--- src/rtl/yarp_pkg.sv ---
// Shared YARP core types: fetch buffer entry, fetch control state and PC helpers.
package yarp_pkg;

    localparam int unsigned INSTR_BYTES = 4;

    typedef struct packed {
        logic [31:0] pc;
        logic [31:0] instr;
    } fetch_entry_t;

    typedef enum logic {
        FETCH_IDLE = 1'b0,
        FETCH_RUN  = 1'b1
    } fetch_state_e;

    // Force a byte address onto a word boundary.
    function automatic logic [31:0] align_pc(input logic [31:0] pc);
        return {pc[31:2], 2'b00};
    endfunction

endpackage

--- src/rtl/yarp_fetch_if.sv ---
// Instruction-memory req/gnt/rvalid handshake between the fetch unit and memory.
interface yarp_fetch_if;

    logic        instr_mem_req_o;
    logic [31:0] instr_mem_addr_o;
    logic        instr_mem_gnt_i;
    logic        instr_mem_rvalid_i;
    logic [31:0] instr_mem_rd_data_i;

    modport master (
        output instr_mem_req_o,
        output instr_mem_addr_o,
        input  instr_mem_gnt_i,
        input  instr_mem_rvalid_i,
        input  instr_mem_rd_data_i
    );

    modport slave (
        input  instr_mem_req_o,
        input  instr_mem_addr_o,
        output instr_mem_gnt_i,
        output instr_mem_rvalid_i,
        output instr_mem_rd_data_i
    );

endinterface

--- src/rtl/yarp_fetch_fifo.sv ---
// Prefetch buffer: synchronous FIFO of {pc, instr} entries with flush.
// Push while full is accepted only when a pop happens in the same cycle.
module yarp_fetch_fifo
    import yarp_pkg::*;
#(
    parameter int unsigned FIFO_DEPTH = 4
) (
    input  logic                              clk,
    input  logic                              reset_n,
    input  logic                              i_push,
    input  fetch_entry_t                      i_data,
    input  logic                              i_pop,
    input  logic                              i_flush,
    output fetch_entry_t                      o_data,
    output logic [$clog2(FIFO_DEPTH+1)-1:0]   o_count,
    output logic                              o_empty,
    output logic                              o_full
);

    localparam int unsigned AW = $clog2(FIFO_DEPTH);
    localparam int unsigned CW = $clog2(FIFO_DEPTH + 1);

    fetch_entry_t    r_mem [FIFO_DEPTH];
    logic [AW-1:0]   r_wr_ptr;
    logic [AW-1:0]   r_rd_ptr;
    logic [CW-1:0]   r_count;
    logic            w_push;
    logic            w_pop;

    assign o_empty = (r_count == '0);
    assign o_full  = (r_count == CW'(FIFO_DEPTH));
    assign w_pop   = i_pop && !o_empty;
    assign w_push  = i_push && (!o_full || w_pop);
    assign o_data  = r_mem[r_rd_ptr];
    assign o_count = r_count;

    // Pointer and occupancy tracking; flush empties the buffer in one cycle.
    always_ff @(posedge clk) begin
        if (!reset_n || i_flush) begin
            r_wr_ptr <= '0;
            r_rd_ptr <= '0;
            r_count  <= '0;
        end else begin
            if (w_push) r_wr_ptr <= r_wr_ptr + AW'(1);
            if (w_pop)  r_rd_ptr <= r_rd_ptr + AW'(1);
            r_count <= r_count + CW'(w_push) - CW'(w_pop);
        end
    end

    // Entry storage; contents are don't-care while the slot is unoccupied.
    always_ff @(posedge clk) begin
        if (w_push && !i_flush) r_mem[r_wr_ptr] <= i_data;
    end

endmodule

--- src/rtl/yarp_fetch.sv ---
// YARP instruction-fetch unit: owns the fetch PC, keeps up to MAX_OUTSTANDING
// requests in flight, buffers responses with their PCs and squashes responses
// that were requested before a redirect.
// Optional macro YARP_FETCH_BYPASS_EN: forward a response straight to decode
// when the buffer is empty (one cycle less latency, combinational output path).
module yarp_fetch
    import yarp_pkg::*;
#(
    parameter logic [31:0] RESET_PC        = 32'h1000,
    parameter int unsigned FIFO_DEPTH      = 4,
    parameter int unsigned MAX_OUTSTANDING = 2
) (
    input  logic                              clk,
    input  logic                              reset_n,
    yarp_fetch_if.master                      mem,
    input  logic                              redirect_i,
    input  logic [31:0]                       redirect_pc_i,
    output logic                              instr_valid_o,
    output logic [31:0]                       instr_o,
    output logic [31:0]                       instr_pc_o,
    input  logic                              instr_ready_i,
    output logic [$clog2(FIFO_DEPTH+1)-1:0]   fifo_count_o
);

    localparam int unsigned CW = $clog2(FIFO_DEPTH + 1);
    localparam int unsigned OW = $clog2(MAX_OUTSTANDING + 1);

    fetch_state_e   r_state;
    logic [31:0]    r_fetch_pc;
    logic [31:0]    r_resp_pc;
    logic [OW-1:0]  r_outstanding;
    logic [OW-1:0]  r_discard;

    logic           w_req;
    logic           w_hs;
    logic           w_rsp;
    logic           w_drop;
    logic           w_accept;
    logic           w_bypass;
    logic           w_push;
    logic           w_pop;
    logic           w_fifo_empty;
    logic           w_fifo_full;
    logic [CW-1:0]  w_count;
    logic [31:0]    w_in_flight;
    fetch_entry_t   w_head;
    fetch_entry_t   w_push_entry;

    // Never request more than the buffer can absorb once everything returns.
    assign w_in_flight = 32'(r_outstanding) + 32'(w_count);
    assign w_req       = (r_state == FETCH_RUN)
                      && (32'(r_outstanding) < MAX_OUTSTANDING)
                      && (w_in_flight < FIFO_DEPTH)
                      && !redirect_i;

    assign mem.instr_mem_req_o  = w_req;
    assign mem.instr_mem_addr_o = (r_state == FETCH_RUN) ? r_fetch_pc : '0;

    assign w_hs     = w_req && mem.instr_mem_gnt_i;
    assign w_rsp    = mem.instr_mem_rvalid_i && (r_outstanding != '0);
    assign w_drop   = w_rsp && (r_discard != '0);
    assign w_accept = w_rsp && (r_discard == '0);

`ifdef YARP_FETCH_BYPASS_EN
    assign w_bypass = w_accept && w_fifo_empty && !redirect_i;
`else
    assign w_bypass = 1'b0;
`endif

    // A bypassed response consumed by decode this cycle is not stored.
    assign w_push = w_accept && !redirect_i && !(w_bypass && instr_ready_i);
    assign w_pop  = !w_fifo_empty && instr_ready_i;

    assign w_push_entry.pc    = r_resp_pc;
    assign w_push_entry.instr = mem.instr_mem_rd_data_i;

    assign instr_valid_o = !w_fifo_empty || w_bypass;
    assign instr_o       = !w_fifo_empty ? w_head.instr
                         : (w_bypass ? mem.instr_mem_rd_data_i : '0);
    assign instr_pc_o    = !w_fifo_empty ? w_head.pc
                         : (w_bypass ? r_resp_pc : '0);
    assign fifo_count_o  = w_count;

    yarp_fetch_fifo #(
        .FIFO_DEPTH (FIFO_DEPTH)
    ) u_fifo (
        .clk     (clk),
        .reset_n (reset_n),
        .i_push  (w_push),
        .i_data  (w_push_entry),
        .i_pop   (w_pop),
        .i_flush (redirect_i),
        .o_data  (w_head),
        .o_count (w_count),
        .o_empty (w_fifo_empty),
        .o_full  (w_fifo_full)
    );

    // Fetch/response PC, in-flight and squash bookkeeping.
    always_ff @(posedge clk) begin
        if (!reset_n) begin
            r_state       <= FETCH_IDLE;
            r_fetch_pc    <= RESET_PC;
            r_resp_pc     <= RESET_PC;
            r_outstanding <= '0;
            r_discard     <= '0;
        end else begin
            r_state       <= FETCH_RUN;
            r_outstanding <= r_outstanding + OW'(w_hs) - OW'(w_rsp);
            if (redirect_i) begin
                r_fetch_pc <= align_pc(redirect_pc_i);
                r_resp_pc  <= align_pc(redirect_pc_i);
                // Everything still in flight after this cycle's response is stale.
                r_discard  <= r_outstanding - OW'(w_rsp);
            end else begin
                if (w_hs)     r_fetch_pc <= r_fetch_pc + 32'(INSTR_BYTES);
                if (w_accept) r_resp_pc  <= r_resp_pc + 32'(INSTR_BYTES);
                r_discard <= r_discard - OW'(w_drop);
            end
        end
    end

    // Protocol sanity: no stray responses, no buffer overflow.
    always_ff @(posedge clk) begin
        if (reset_n) begin
            assert (!(mem.instr_mem_rvalid_i && (r_outstanding == '0)))
                else $error("yarp_fetch: rvalid with no outstanding request");
            assert (!(w_push && w_fifo_full && !w_pop))
                else $error("yarp_fetch: prefetch buffer overflow");
        end
    end

endmodule

--- src/flat_wrapper.sv ---
// flat-port wrapper written by rule: the top's interface ports become plain ports
module yarp_fetch_flat import yarp_pkg::*;
#(
    parameter logic [31:0] RESET_PC        = 32'h1000,
    parameter int unsigned FIFO_DEPTH      = 4,
    parameter int unsigned MAX_OUTSTANDING = 2
)
  (clk, reset_n, redirect_i, redirect_pc_i, instr_valid_o, instr_o, instr_pc_o, instr_ready_i, fifo_count_o, mem_instr_mem_req_o, mem_instr_mem_addr_o, mem_instr_mem_gnt_i, mem_instr_mem_rvalid_i, mem_instr_mem_rd_data_i);
  yarp_fetch_if mem_i ();
  input  logic clk;
  input  logic reset_n;
  input  logic redirect_i;
  input  logic [31:0] redirect_pc_i;
  output logic instr_valid_o;
  output logic [31:0] instr_o;
  output logic [31:0] instr_pc_o;
  input  logic instr_ready_i;
  output logic [$clog2(FIFO_DEPTH+1)-1:0] fifo_count_o;
  output wire logic [$bits(mem_i.instr_mem_req_o)-1:0] mem_instr_mem_req_o;
  output wire logic [$bits(mem_i.instr_mem_addr_o)-1:0] mem_instr_mem_addr_o;
  input wire logic [$bits(mem_i.instr_mem_gnt_i)-1:0] mem_instr_mem_gnt_i;
  input wire logic [$bits(mem_i.instr_mem_rvalid_i)-1:0] mem_instr_mem_rvalid_i;
  input wire logic [$bits(mem_i.instr_mem_rd_data_i)-1:0] mem_instr_mem_rd_data_i;
  assign mem_instr_mem_req_o = mem_i.instr_mem_req_o;
  assign mem_instr_mem_addr_o = mem_i.instr_mem_addr_o;
  assign mem_i.instr_mem_gnt_i = mem_instr_mem_gnt_i;
  assign mem_i.instr_mem_rvalid_i = mem_instr_mem_rvalid_i;
  assign mem_i.instr_mem_rd_data_i = mem_instr_mem_rd_data_i;
  yarp_fetch #(.RESET_PC(RESET_PC), .FIFO_DEPTH(FIFO_DEPTH), .MAX_OUTSTANDING(MAX_OUTSTANDING)) u_core (.clk(clk), .reset_n(reset_n), .mem(mem_i), .redirect_i(redirect_i), .redirect_pc_i(redirect_pc_i), .instr_valid_o(instr_valid_o), .instr_o(instr_o), .instr_pc_o(instr_pc_o), .instr_ready_i(instr_ready_i), .fifo_count_o(fifo_count_o));
endmodule
--- config.mk ---
export PLATFORM = sky130hd
export DESIGN_NAME = yarp_fetch_flat
export DESIGN_NICKNAME = d
export VERILOG_FILES = /design/src/rtl/yarp_pkg.sv /design/src/rtl/yarp_fetch_if.sv /design/src/rtl/yarp_fetch_fifo.sv /design/src/rtl/yarp_fetch.sv /design/src/flat_wrapper.sv
export SDC_FILE = /design/constraint.sdc
export NUM_CORES = 1
export LEC_CHECK = 0
export CORE_MARGIN = 2
export CORE_UTILIZATION = 30
export CTS_CLUSTER_SIZE = 28
export DETAILED_ROUTE_END_ITERATION = 8
export SLEW_MARGIN = 10
export SYNTH_ARGS = -nofsm -noshare
export SYNTH_HDL_FRONTEND = slang
export SYNTH_SLANG_ARGS = --single-unit
export TNS_END_PERCENT = 20
--- constraint.sdc ---
create_clock -name clk -period 4.55 [get_ports clk]
set_input_delay 0.455 -clock clk [delete_from_list [all_inputs] [get_ports clk]]
set_output_delay 0.455 -clock clk [all_outputs]
set_load 0.02 [all_outputs]
Yosys cells after proc, flatten, opt, wreduce, memory -nomap -nowiden. Memories as Yosys holds them, arrays and structs flattened. A register that Yosys moved wholly into a read port is not among the register bits. Cells that the tools add are included.

$lt $le $gt $ge: 2. Reductions and logical operators: 25. Eq/ne operators: 1. Mux-type cells: 13. Add/sub/neg operators: 11. Bitwise logic cells: 1.

Operator list (count): two-way mux 32 bit (7); adder 32 x 3 -> 32 bit (second input constant) (2); less-than comparator 32 x 3 -> 1 bit (second input constant) (1); logical AND 1 bit (12); nonzero test 2 bit (4); two-way mux 2 bit (3); subtractor 2 x 1 -> 2 bit (3); adder 2 x 1 -> 2 bit (second input constant) (2); adder 2 x 3 -> 4 bit (1); logical NOT 1 bit (4); adder 3 x 1 -> 3 bit (1); equality test 3 bit (second input constant) (1); logical NOT 3 bit (1); two-way mux 1 bit (3); subtractor 3 x 1 -> 3 bit (1); adder 2 x 1 -> 2 bit (1); logical NOT 2 bit (1); logical OR 1 bit (2); less-than comparator 2 bit (second input constant) (1); OR reduction 2 bit (1); inverter 1 bit (1).

Bits in writable memories: 256. Output and inout port bits: 101. Input port bits: 70. Memories kept: 1. Register bits after elaboration: 76. Logic and storage cells: 64.

Memory list: u_core.u_fifo.r_mem (depth 4, width 64, read ports 1, clocked after Yosys merged registers in 1, wr ports 1, line yarp_fetch_fifo.sv:23) `fetch_entry_t r_mem [FIFO_DEPTH];`.

Longest topological paths before layout. Gate-level depths: netlist of run 1.

Depth in word-level cells: 9. Depth in mapped cells: 12.

By module. A second synthesis of run 1 with hierarchy kept.

Cell total of the unflattened synthesis: 941. Area total of the unflattened synthesis: 13982.2 µm².

Modules (own cells, without submodules): yarp_fetch_fifo (cells an instance 389, instances 1, area an instance 9751.9 µm², sequential area each 7867.5 µm²); yarp_fetch (cells an instance 552, instances 1, area an instance 4230.3 µm², sequential area each 1301.2 µm²).

Worst setup path after synthesis of run 1. Ideal clock, no wire load.

Path type: input to register. From: in mem_instr_mem_rvalid_i. To: mem u_core.u_fifo.r_mem[0][0] in the netlist's numbering, enable pin. Data arrival time: 2997 ps. Slack: 1126 ps. Stages on the path: 4. Buffers on the path: 1. Path through: o21ai_1 > clkbuf_1 > nor4_1 > and2_1.

Longest elaborated chain between the ends: 7.

RTL lines: from (decl) (line flat_wrapper.sv:22) `input wire logic [$bits(mem_i.instr_mem_rvalid_i)-1:0] mem_instr_mem_rvalid_i;`; logical AND 1 bit (line yarp_fetch.sv:60) `assign w_rsp = mem.instr_mem_rvalid_i && (r_outstanding != '0);`; logical AND 1 bit (line yarp_fetch.sv:62) `assign w_accept = w_rsp && (r_discard == '0);`; logical AND 1 bit (line yarp_fetch.sv:71) `assign w_push = w_accept && !redirect_i && !(w_bypass && instr_ready_i);`; logical AND 1 bit (line yarp_fetch_fifo.sv:33) `assign w_push = i_push && (!o_full || w_pop);`; logical AND 1 bit (line yarp_fetch_fifo.sv:52) `if (w_push && !i_flush) r_mem[r_wr_ptr] <= i_data;`; two-way mux 1 bit (line yarp_fetch_fifo.sv:52); two-way mux 1 bit (not written as such) (line yarp_fetch_fifo.sv:52); to (decl) (line yarp_fetch_fifo.sv:23).

Every way passes these cells.

Worst setup path in the final report of run 1.
From: reg u_core.u_fifo.r_count[1], in the netlist u_core.u_fifo.o_count[1]. To: out instr_o[20].

Longest elaborated chain between the ends: 2.

RTL lines: from (decl) (line yarp_fetch_fifo.sv:26) `logic [CW-1:0] r_count;`; from (signal assigned) (line yarp_fetch_fifo.sv:46) `r_count <= r_count + CW'(w_push) - CW'(w_pop);`; logical NOT 3 bit (line yarp_fetch_fifo.sv:30) `assign o_empty = (r_count == '0);`; two-way mux 32 bit (line yarp_fetch.sv:78) `assign instr_o = !w_fifo_empty ? w_head.instr`; to (decl) (line flat_wrapper.sv:15) `output logic [31:0] instr_o;`.

Every way passes these cells.

==> impl_results.md, run 1 <==
* Result of the run: finished, final reports clean
* Distinct cell type count after synthesis at 52
* Fraction of registers with async set/reset at 0%
* Placed instance area at ~16000 um2
* Slew margin rel. at 39.8%
* Post-Layout Inst Area at 17200 um2
* Cell Pwr Density at 412 nW/um2
* Startpoint class of the critical path: register
* Ys flop type: edfxtp_1
* Worst-Margin Slew at about 900 ps
* Worst-path clk slew at 50 ps
* Max-Cap Viols at 0
* Setup CP Type: reg2out
* Final clock skew at 13.5 ps
* Hold Vio Cnt, Final at 0
* Max frequency at between 0.3 and 0.4 GHz
* Initial DRT Pass Iterations at 5
* GPL Wtd Cong at approximately 0.8
* Vias per cell at around 4.9
* Post-Syn Instances at 938
* Port bufs at 164
* Worst Setup SP: u_core.u_fifo.o_count[1]
* Fin Setup TNS at 0 ps
* Post-CTS Hold Fix Bufs at 0
* Inst Count DP at 1663
* Worst-skew pair later-pin latency at 520 ps
* Initial DRC count at 496
* Setup Viol. Count Final at 0
* Row count at 77
* Fillers at 4167
* R2R cell count at 7
* Hold depth at 2
* Vias in the first global route at ~8600
* Largest net degree at the start of global routing at 63
* Worst path cell trace: or3_2, buf_4, and2_1, clkdlybuf4s50_1
* Gr usage total at 13.5%
* R2R Path End: u_core.r_fetch_pc[4]
* Nets@finish at approximately 1200
* Syn avg cell area at 14.4 um2
* Initial core utilization at 30.5%
* Initial antenna violation count at 0
* Data required time of the worst path at 4090 ps
* P&R area growth vs syn at 26.9%
* Final WL at 31800 um
* Post-synthesis sequential area ratio at ~66%
* Core outline area at around 44000 um2
* DR WL/cell at 18.4 um
* Static leakage at 5.48 nW
* Launch point of the worst reg-to-reg path: u_core.r_state
* Longest Clk Path Bufs at 3
* Num ports at 171
* Slowest stage delay, CP at 620 ps
* Pre-CTS setup slack at approximately 1300 ps
* Slowest cell on crit path: clkdlybuf4s50_1
* Fin crit share at 73.0%
* Register area at 8930 um2
* WP data arrival at 2870 ps
* Htree depth at 2
* Remaining global-route overflow at 0
* Sink Count at 322
* Fin cells at 1730
* Ys Warns at 0
* Max VDD drop at around 220 uV
* CTS resizes at 0
* Full die area at 46900 um2
* Detail Route Antenna Nets at 0
* CTS tree: built
* # Post-CTS Setup Buffers at 0
* R2R setup slack at 1570 ps
* Max Fanout on Critical Path at 37
* Die Y at 216 um
* HP Start: u_core.u_fifo.r_rd_ptr[1]
* Number of synthesized flops with an enable pin at 248
* Pins Over Slew Limit at 0
* CTS root buf: clkbuf_16
* Post-DP HPWL at 20400 um
* Num CTS Buffers at 37
* Layout cell share with drive strength beyond 1 at 13.4%
* Chip width at around 220 um
* DRC at 0
* Unrepaired setup endpoints after global routing: false
* Vias at 8406
* Nature of the critical path endpoint: primary output
* Synth Cell Area at 13500 um2
* Minimum clock period after layout at 3320 ps
* First-pass GRT wire length at 49600 um
* Hold crit path type: reg2reg
* Antenna cell count at 0
* Final setup margin at between 1000 and 1500 ps
* FF+latch count, synth at 322
* Multi-input gate area at between 4000 and 5000 um2
[cells in the final DEF (no fill, tap or decap), types with 8 or more instances in the layout]
cell               n
and3_1            10
clkbuf_16         39
and2_1           102
dfxtp_1           72
ha_1              12
nor2_1            36
buf_4             15
edfxtp_1         248
mux4_2            62
o21ai_0           43
a21oi_1           34
or3_1             11
nor4_1            11
xor2_1            12
clkdlybuf4s50_1  164
a31oi_1           18
nor3_1            11
inv_1             20
clkinv_1           8
nand4_1           26
nand3_1           29
xnor2_1           18
nand2_1           45
[sequential cells by signal, indices dropped and copies added, names as in the netlist, 2 cells and up, named ones only]
signal,cells
u_core.u_fifo.r_wr_ptr,2
u_core.r_discard,2
u_core.u_fifo.r_mem,248
u_core.u_fifo.o_count,3
u_core.r_outstanding,2
u_core.u_fifo.r_rd_ptr,2
u_core.r_resp_pc,30
u_core.r_fetch_pc,30
[worst max-delay path: cells and delay by family, from the launching register on]
kind	cells	cell delay, ps
and+or+nand+nor	2	790
buffers and inverters	2	1050
DFF	1	470
[per-layer routing]
metal / vias up / track usage, % / part of all wire [%]
li1: 3920 / - / -
met1: 4162 / 19.3 / 47
met2: 290 / 21.2 / 45
met3: 34 / 2.79 / 6.3
met4: 0 / 3.11 / 1.4
met5: - / 0 / 0
[worst max path at each step]
stage | to | slack (ps) | depth (start not counted)
6_report | instr_o[20] | 1230 | 4
5_1_grt | instr_o[11] | 1020 | 4
4_1_cts | instr_pc_o[7] | 1150 | 4
3_5_place_dp | u_core.u_fifo.o_count[2] | 1320 | 13
3_3_place_gp | u_core.u_fifo.o_count[2] | 1330 | 13
2_1_floorplan | u_core.u_fifo.r_mem[0][0] | 1130 | 4
[cells by family (layout without fill, tap and decap cells)]
group | after synthesis | in the layout | share of synthesized area (%)
mux | 68 | 68 | 10.8
compound gates | 124 | 124 | 5.36
fa+ha+maj | 13 | 13 | 1.26
xor+xnor | 30 | 30 | 1.94
buf+inv | 76 | 273 | 2.28
other cells | 1 | 4 | 0.0277
simple gates | 304 | 304 | 12.4
flops | 322 | 322 | 65.9
[through the flow]
stage	utilization (%)	power [W]	hold slack [ps]
floorplan	-	0.00382	469
global placement	35.9	0.00415	508
detailed placement	35.9	0.00415	516
CTS	38.7	0.00717	532
global route	38.7	0.00735	568
finish	38.7	0.00708	529
[cell type report]
type	count	area share, %
Clock buffer	46	5.83
Clock inverter	21	1.35
Inverter	21	0.459
Multi-Input combinational cell	543	25.2
Sequential cell	322	52.0
Tap cell	592	4.31
Timing Repair Buffer	185	10.9
[synth_stat cells (3+ instances only)]
cell type,n,share of area (%)
a211oi_1,4,0.22
a21oi_1,34,1.3
a22oi_1,3,0.17
a31oi_1,18,0.83
and2_1,106,4.9
and3_1,10,0.46
and4_1,5,0.32
buf_1,8,0.22
buf_4,4,0.22
clkbuf_1,41,1.1
dfxtp_1,74,11
edfxtp_1,248,55
ha_1,12,1.1
inv_1,20,0.55
mux2_2,4,0.33
mux4_2,62,10
nand2_1,45,1.2
nand3_1,29,1.1
nand4_1,26,1.2
nor2_1,36,1.0
nor3_1,11,0.41
nor4_1,11,0.51
o211ai_1,7,0.39
o21a_1,3,0.17
o21ai_0,43,1.6
or2_2,3,0.14
or3_1,12,0.55
xnor2_1,18,1.2
xor2_1,12,0.78
[where the power goes]
group / internal (W) / switching, W / leakage [nW]
clock network: 0.00185 / 0.00115 / 0.603
registers: 0.00328 / 0.0000951 / 2.86
logic: 0.000328 / 0.000379 / 2.01
(Power assumes the default switching activity.)
==> inputs of run 2 (changes only) <==
==> constraint.sdc (replaced) <==
create_clock -name clk -period 3.4 [get_ports clk]
set_input_delay 0.34 -clock clk [delete_from_list [all_inputs] [get_ports clk]]
set_output_delay 0.34 -clock clk [all_outputs]
set_load 0.02 [all_outputs]
==> run 2 against run 1 <==
Compared with the run above: sequential share of layout area rose by 0.19 points; first-iteration DRC count grew 24%; routed wire length grew 0.41%; combinational power grew 36%; core utilization decreased by 0.14 points; final cell count did not move; register-to-register slack got worse by 920 ps; non-clock buffer count grew 4; via count increased by 0.56%; sequential power rose by 33%; clock power grew 25%; setup slack lost 830 ps.
==> impl_results.md, run 2 (synthesis results as in run 1) <==
* GPL Wtd Cong at 0.793
* Met2 WL at 14400 um
* Slowest stage delay, CP at ~620 ps
* Port bufs at around 160
* Num ports at 171
* Sink Count at roughly 320
* Fin cells at 1730
* Worst-path clk slew at ~60 ps
* Worst path cell trace: buf_12, mux4_2, and2_1, clkdlybuf4s50_1
* Pins Over Slew Limit at 0
* Vias in the first global route at between 8000 and 9000
* Longest Clk Path Bufs at 3
* Initial core utilization at 30.5%
* Max frequency at 0.334 GHz
* Core outline area at 44400 um2
* First-pass GRT wire length at roughly 50000 um
* Hold Vio Cnt, Final at 0
* # Post-CTS Setup Buffers at 0
* Die Y at ~220 um
* Highest-count cells in the layout ignoring fill and taps: edfxtp_1 (248), clkdlybuf4s50_1 (164), and2_1 (102), dfxtp_1 (72), mux4_2 (62)
* Slowest cell on crit path: mux4_2
* Hold WS at 460 ps
* Final setup margin at 402 ps
* Row count at between 70 and 80
* Nets@finish at 1196
* Layout cell share with drive strength beyond 1 at 13.6%
* Largest net degree at the start of global routing at 64
* Static leakage at 5.44 nW
* Initial DRC count at between 600 and 700
* Fin crit share at 88.2%
* Hold crit path type: in2reg
* Vias per cell at between 4 and 5
* Max Fanout on Critical Path at 62
* Initial antenna violation count at 0
* Unrepaired setup endpoints after global routing: false
* WL met1 at 15200 um
* Startpoint class of the critical path: register
* CTS tree: built
* Total Power at 0.00922 W
* DR WL/cell at 18.5 um
* Pre-CTS setup slack at 514 ps
* WP data arrival at 2660 ps
* Nature of the critical path endpoint: primary output
* Minimum clock period after layout at around 3000 ps
* Result of the run: finished, final reports clean
* Remaining global-route overflow at 0
* Vias at 8453
* Num CTS Buffers at 36
* Top cell family by delay on the critical path: buffers and inverters
* Final WL at 32000 um
* Register ranked first by flip-flop count: u_core.u_fifo.r_mem
* Commonest non-fill, non-tap cell in the layout: edfxtp_1
* Chip width at about 220 um
* Full die area at around 47000 um2
* Initial DRT Pass Iterations at 5
* Max-Cap Viols at 0
* CTS root buf: clkbuf_16
* Max FFs per register at 248
* Slew margin rel. at 39.3%
* CTS resizes at 0
* Biggest regs: u_core.u_fifo.r_mem x248, u_core.r_fetch_pc x30, u_core.r_resp_pc x30
* P&R area growth vs syn at 26.4%
* Top Metal Used: met4
* Antenna cell count at 0
* Htree depth at 2
* Final clock skew at 7.71 ps
* Detail Route Antenna Nets at 0
* Inst Count DP at 1667
* Worst-Margin Slew at 908 ps
* Buf/Inv on CP at 2
* Setup CP Type: reg2out
* Post-DP HPWL at 20100 um
* Data required time of the worst path at about 3000 ps
* Max VDD drop at 277 uV
* DRC at 0
* Worst-skew pair later-pin latency at 500 ps
* Post-CTS Hold Fix Bufs at 0
* Gr usage total at 13.6%
* Met3 routed WL at 1770 um
* Cell Pwr Density at 539 nW/um2
* Setup Viol. Count Final at 0
* Fin Setup TNS at 0 ps
## run 2: cell types whose count changed in the layout (fill, tap and decap cells not counted)
cell and delta:
clkinv_2 -2, clkbuf_16 -2, clkbuf_1 -1, bufinv_16 -2
inv_6 -1, clkinv_4 +1, clkinvlp_4 +2, clkinvlp_2 +1
clkinv_1 -1, clkbuf_8 +1, buf_4 +4
## run 2: final cells by class
class / instances / area [um2]
Inverter: 21 / 78.8
Tap cell: 592 / 741
Timing Repair Buffer: 189 / 1900
Clock inverter: 19 / 178
Fill cell: 4169 / 27300
Clock buffer: 44 / 962
Multi-Input combinational cell: 543 / 4320
Sequential cell: 322 / 8930
## run 2: per-layer routing
metal / GRT usage (%) / up-vias
met4: 3.49 / 0
li1: - / 3926
met1: 19.1 / 4217
met5: 0 / -
met3: 2.54 / 50
met2: 21.6 / 260
## run 2: where the power goes
part | leakage (nW) | switching [W] | total (W) | internal [W]
Sequential | 2.86 | 0.000123 | 0.00451 | 0.00439
Clock | 0.546 | 0.00151 | 0.00375 | 0.00224
Combinational | 2.03 | 0.000512 | 0.000959 | 0.000447
## run 2: final timing paths
check / endpoint / from / cells past startpoint / slack (ps)
worst min register to register: u_core.u_fifo.r_rd_ptr[1] / u_core.u_fifo.r_rd_ptr[1] / 2 / 520
worst max register to register: u_core.r_resp_pc[31] / u_core.r_resp_pc[4] / 5 / 650
worst max-delay path: instr_pc_o[29] / register / 4 / 400
worst min-delay path: u_core.r_resp_pc[5] / redirect_pc_i[5] / 3 / 460
## run 2: tightest hold or removal path, stage by stage
cell	delay, ps
clkdlybuf4s50_1	400
nand2_1	110
a21oi_1	70
## run 2: stage by stage
stage / area [um2] / util (%)
3_3_place_gp: 16000 / 36.0
3_5_place_dp: 16000 / 36.0
4_1_cts: 17100 / 38.5
6_report: 17100 / 38.5
5_1_grt: 17100 / 38.5
2_1_floorplan: 13600 / -
